--- src/rtl/wait_generator.sv ---
// rtl/wait_generator.sv - Z80 wait-state generator: per-cycle-type internal waits merged with maskable external waits.
module wait_generator #(
    parameter int M1_WAITS     = 1,
    parameter int MEM_WAITS    = 0,
    parameter int IO_WAITS     = 1,
    parameter int EXT_CHANNELS = 2,
    parameter int CNT_W        = 3
) (
    input  logic                    clk,
    input  logic                    reset,
    input  logic                    nm1,
    input  logic                    nmreq,
    input  logic                    niorq,
    input  logic                    nrd,
    input  logic                    nwr,
    input  logic                    wait_en,
    input  logic [EXT_CHANNELS-1:0] nextwait,
    input  logic [EXT_CHANNELS-1:0] ext_en,
    output logic                    nwait,
    output logic                    busy
);

    typedef enum logic [1:0] {
        IDLE  = 2'd0,
        COUNT = 2'd1,
        DONE  = 2'd2
    } state_t;

    localparam logic [CNT_W-1:0] M1_N  = CNT_W'(M1_WAITS);
    localparam logic [CNT_W-1:0] MEM_N = CNT_W'(MEM_WAITS);
    localparam logic [CNT_W-1:0] IO_N  = CNT_W'(IO_WAITS);

    state_t           state_q, state_d;
    logic [CNT_W-1:0] cnt_q, cnt_d;
    logic             strobe_q, strobe_d;
    logic             nwait_q, nwait_d;
    logic             busy_q, busy_d;

    logic             is_m1, is_mem, is_io, start;
    logic             iwait, ewait;
    logic [CNT_W-1:0] n_sel;

    always_comb begin
        is_m1    = !nm1 && !nmreq;
        is_mem   = nm1 && !nmreq && (!nrd || !nwr);
        is_io    = nm1 && !niorq && (!nrd || !nwr);
        strobe_d = !nmreq || !niorq;
        // Only the leading edge of a bus cycle may start a count.
        start    = (is_m1 || is_mem || is_io) && !strobe_q;

        n_sel = '0;
        if (is_m1)       n_sel = M1_N;
        else if (is_mem) n_sel = MEM_N;
        else if (is_io)  n_sel = IO_N;

        state_d = state_q;
        cnt_d   = cnt_q;
        case (state_q)
            IDLE: begin
                if (start) begin
                    if (wait_en && (n_sel != '0)) begin
                        state_d = COUNT;
                        cnt_d   = n_sel;
                    end else begin
                        state_d = DONE;
                    end
                end
            end
            COUNT: begin
                // Abort takes priority over reaching the terminal count.
                if (!strobe_d) begin
                    state_d = IDLE;
                    cnt_d   = '0;
                end else begin
                    cnt_d = (cnt_q != '0) ? cnt_q - 1'b1 : '0;
                    if (cnt_q <= CNT_W'(1)) state_d = DONE;
                end
            end
            DONE: begin
                if (!strobe_d) state_d = IDLE;
            end
            default: begin
                state_d = IDLE;
                cnt_d   = '0;
            end
        endcase

        iwait   = (state_d == COUNT);
        ewait   = |(~nextwait & ext_en);
        nwait_d = !(iwait || ewait);
        busy_d  = iwait;
    end

    always_ff @(posedge clk) begin
        if (reset) begin
            state_q  <= IDLE;
            cnt_q    <= '0;
            strobe_q <= 1'b0;
            nwait_q  <= 1'b1;
            busy_q   <= 1'b0;
        end else begin
            state_q  <= state_d;
            cnt_q    <= cnt_d;
            strobe_q <= strobe_d;
            nwait_q  <= nwait_d;
            busy_q   <= busy_d;
        end
    end

    assign nwait = nwait_q;
    assign busy  = busy_q;

endmodule

--- config.mk ---
export PLATFORM = sky130hd
export DESIGN_NAME = wait_generator
export DESIGN_NICKNAME = d
export VERILOG_FILES = /design/src/rtl/wait_generator.sv
export SDC_FILE = /design/constraint.sdc
export NUM_CORES = 1
export LEC_CHECK = 0
export ABC_AREA = 1
export CAP_MARGIN = 20
export CORE_AREA = 2 2 39 41
export DETAILED_ROUTE_END_ITERATION = 6
export DIE_AREA = 0 0 41 43
export GPL_ROUTABILITY_DRIVEN = 0
export MAX_ROUTING_LAYER = met4
export SLEW_MARGIN = 20
export SYNTH_ARGS = -nofsm -noshare
export SYNTH_HDL_FRONTEND = slang
export SYNTH_SLANG_ARGS = --single-unit
--- constraint.sdc ---
create_clock -name clk -period 1 [get_ports clk]
set_input_delay 0.25 -clock clk [delete_from_list [all_inputs] [get_ports clk]]
set_output_delay 0.25 -clock clk [all_outputs]
set_load 0.02 [all_outputs]
==> impl_metrics.py <==
metrics = {
    "timing": {
        "hold_viol": 0,
        "period_share_pct": 102,
        "post-route-min-period_ns": 1.02,
        "tns_ns": -0.0317,
        "whs_ns": 0.460,
        "skew_ns": 0.00594,
        "clock.fmax_mhz": 982,
        "rsz0062_at_grt": "yes",
        "maxSlewViolCount": 0,
        "worstMarginPinSlew_ns": 0.182,
        "finalSetupViolations": 3,
        "relSlewSlack_pct": 87.8,
        "fin_ws_ns": -0.0186,
    },
    "final_layout": {
        "n_antenna_cell": 0,
        "drive_gt1_share_pct": 47.9,
        "nNetsFinal": 110,
        "fillers": 144,
        "final_util_pct": 54.6,
        "syn2layout_area_growth_pct": 67.3,
        "final_cell_area_um2": 756,
    },
    "synthesis": {
        "synth_edf_count": 0,
        "netlist_area_um2": 452,
        "synthCells": 67,
        "ys.flop_type": "dfxtp_1",
        "yosys_warnings": 0,
        "synthArstFlopShare_pct": 0,
        "synth_fp_nets": 81,
        "synth_xor_area_share_pct": 0,
        "synth_top_area_share_pct": 35.5,
        "synth_area_per_cell_um2": 6.74,
        "synthAdderAreaFrac_pct": 5.54,
        "yosysSeqAreaShare_pct": 35.5,
        "synth_compound_area_share_pct": 12.7,
        "synth_top_family_by_area": "simple AND/OR/NAND/NOR gates",
        "netlist_top_cells_count": "nand2_1 (15), inv_1 (14), dfxtp_1 (8)",
        "ys_top_cells_by_area": "dfxtp_1 (35%), nand2_1 (12%), inv_1 (12%)",
        "synth.most_common_cell": "nand2_1",
        "synth-simple-area-share_pct": 34.6,
        "yosys.area.top_type": "dfxtp_1",
        "synth_mux_area_share_pct": 0,
        "ys_types": 18,
        "synth-seq-cells": 8,
    },
    "grt": {
        "antenna_found_initial": 0,
        "overflow": 0,
        "grt_pass1_vias": 482,
        "grtUsageTotal_pct": 16.3,
        "grt_max_degree": 6,
        "grt_pass1_wl_um": 1810,
    },
    "placement": {
        "pre_cts_ws_ns": -0.478,
        "dp_hpwl_um": 786,
        "place_area_um2": 664,
        "numPortBuffers": 13,
    },
    "power_and_ir_drop": {
        "switchingPower_uw": 241,
        "seqPwrFrac_pct": 42.1,
        "p_int_uw": 587,
        "p_sw_share_pct": 29.1,
        "ir_worst_vdd_mv": 0.580,
        "p_leak_uw": 0.000370,
        "combPwrFrac_pct": 27.9,
        "cellPowerDensity_mw_per_mm2": 1100,
        "p_clk_share_pct": 30.0,
    },
    "floorplan": {
        "die_h_um": 43,
        "die-area_mm2": 0.00176,
        "num_rows": 14,
        "die_w_um": 41,
        "coreArea_mm2": 0.00138,
        "num_io_pins": 14,
        "start_util_pct": 32.6,
    },
    "route": {
        "antenna_left": 0,
        "detail_route.wl_per_cell_um": 10.9,
        "drc_errors": 0,
        "dr.pass1.iters": 2,
        "routed_wl_um": 1190,
        "route.vias.total": 519,
        "vias_per_cell": 4.72,
        "drtIter0Drc": 5,
    },
    "clocking": {
        "clock_path_buffers": 2,
        "clockRootBuffer": "clkbuf_4",
        "numCtsBuffers": 3,
        "clk_latency_ns": 0.26,
        "h-tree-depth": 1,
        "clock_sinks": 8,
        "cts_hold_buf": 0,
        "path_clk_slew_ns": 0.06,
        "cts_tree": "built",
    },
    "setup_path": {
        "crit_type": "in2reg",
        "reg2reg_to": "cnt_q[1]",
        "arrival_ns": 1.16,
        "r2r_start": "state_q[1]",
        "rrSetupSlack_ns": 0,
        "ff2ff_path_depth": 6,
        "end_kind": "register",
        "crit_start": "nm1",
        "slowest_delay_ns": 0.26,
        "slowest_stage": "dlygate4sd2_1",
        "worstSetupStartpointType": "input port",
        "cp_data_required_time_ns": 1.14,
        "cp_max_fo": 3,
        "path_cells": "dlygate4sd2_1 -> inv_1 -> nor2_2 -> nor2_2 -> nand3_4 -> nand2_2 -> nand2_2 -> nand2_1 -> a21oi_1",
    },
    "status": {
        "status": "finished with violations",
        "violations": "setup timing",
    },
    "hold_path": {
        "min_to": "state_q[1]",
        "hold_path_class": "in2reg",
        "hold_depth": 4,
        "hp-start": "niorq",
    },
    "flow_run": {
        "drv_cap": 0,
    },
}
-- worst max-delay path by stage --
stage,endpoint,slack (ns),depth (start not counted)
after floorplan,cnt_q[0],0.02,7
after global placement,nwait,-0.47,7
after detailed placement,nwait,-0.48,6
after CTS,cnt_q[1],0.005,8
after global routing,cnt_q[1],-0.1,9
final,cnt_q[1],-0.02,9
-- final cells by class --
class	count	area [um2]	area share, %
tap	16	20.0	2.65
multi-input combinational	45	299	39.6
timing repair buffer	24	195	25.8
sequential	8	166	22.0
clock buffer	3	22.5	2.98
inverter	14	52.6	6.95
-- state kept, by name (all words and copies together) (netlist names) --
register / cells
strobe_q: 1
state_q: 2
busy: 1
cnt_q: 3
nwait: 1
-- power groups by stage --
stage	Sequential, uW	Combinational [uW]	Clock, uW
after floorplan	356	88.7	0
after global placement	349	196	0
after detailed placement	350	197	0
after CTS	343	208	261
after global routing	350	255	273
final	349	231	248
-- cells by family (layout without fill, tap and decap cells) --
group,after synthesis,in the layout
AOI/OAI and AO/OA,10,10
adders and majority gates,2,2
buffers and inverters,14,41
DFF,8,8
and+or+nand+nor,33,33
-- cells in the final DEF (no fill, tap or decap), drive strengths merged --
cell type,Yosys,final
nand2,17,17
inv,14,14
buf,0,13
nor2,9,9
dfxtp,8,8
dlygate4sd2,0,6
clkdlybuf4s50,0,5
a21oi,4,4
o21ai,4,4
clkbuf,0,3
nand3,3,3
and2,2,2
ha,2,2
o22ai,1,1
o211ai,1,1
nand4,1,1
nor3,1,1
-- worst max-delay path, delay by kind of cell --
kind            cells  cell delay [ns]
simple gates        6             0.52
buf+inv             2             0.33
compound gates      1             0.06
-- through the flow --
step                cells  total power [uW]
finish                110               828
global placement      104               545
CTS                   110               813
detailed placement    104               547
global route          110               879
floorplan              67               445
-- layer usage --
metal  track usage [%]  up-vias  routed length [um]
met5                 -        -                   0
met4              12.0        0                  37
met3              3.14        4                  51
met2              26.3       15                 674
met1              16.1      235                 430
li1                  -      265                   -
-- repair_timing --
item | in CTS | in global routing
pin swaps | 12 | 8
setup buffers | 3 | 0
gates resized for setup | 23 | 14
endpoints found under the setup margin | 9 | 7
(Power assumes the default switching activity.)
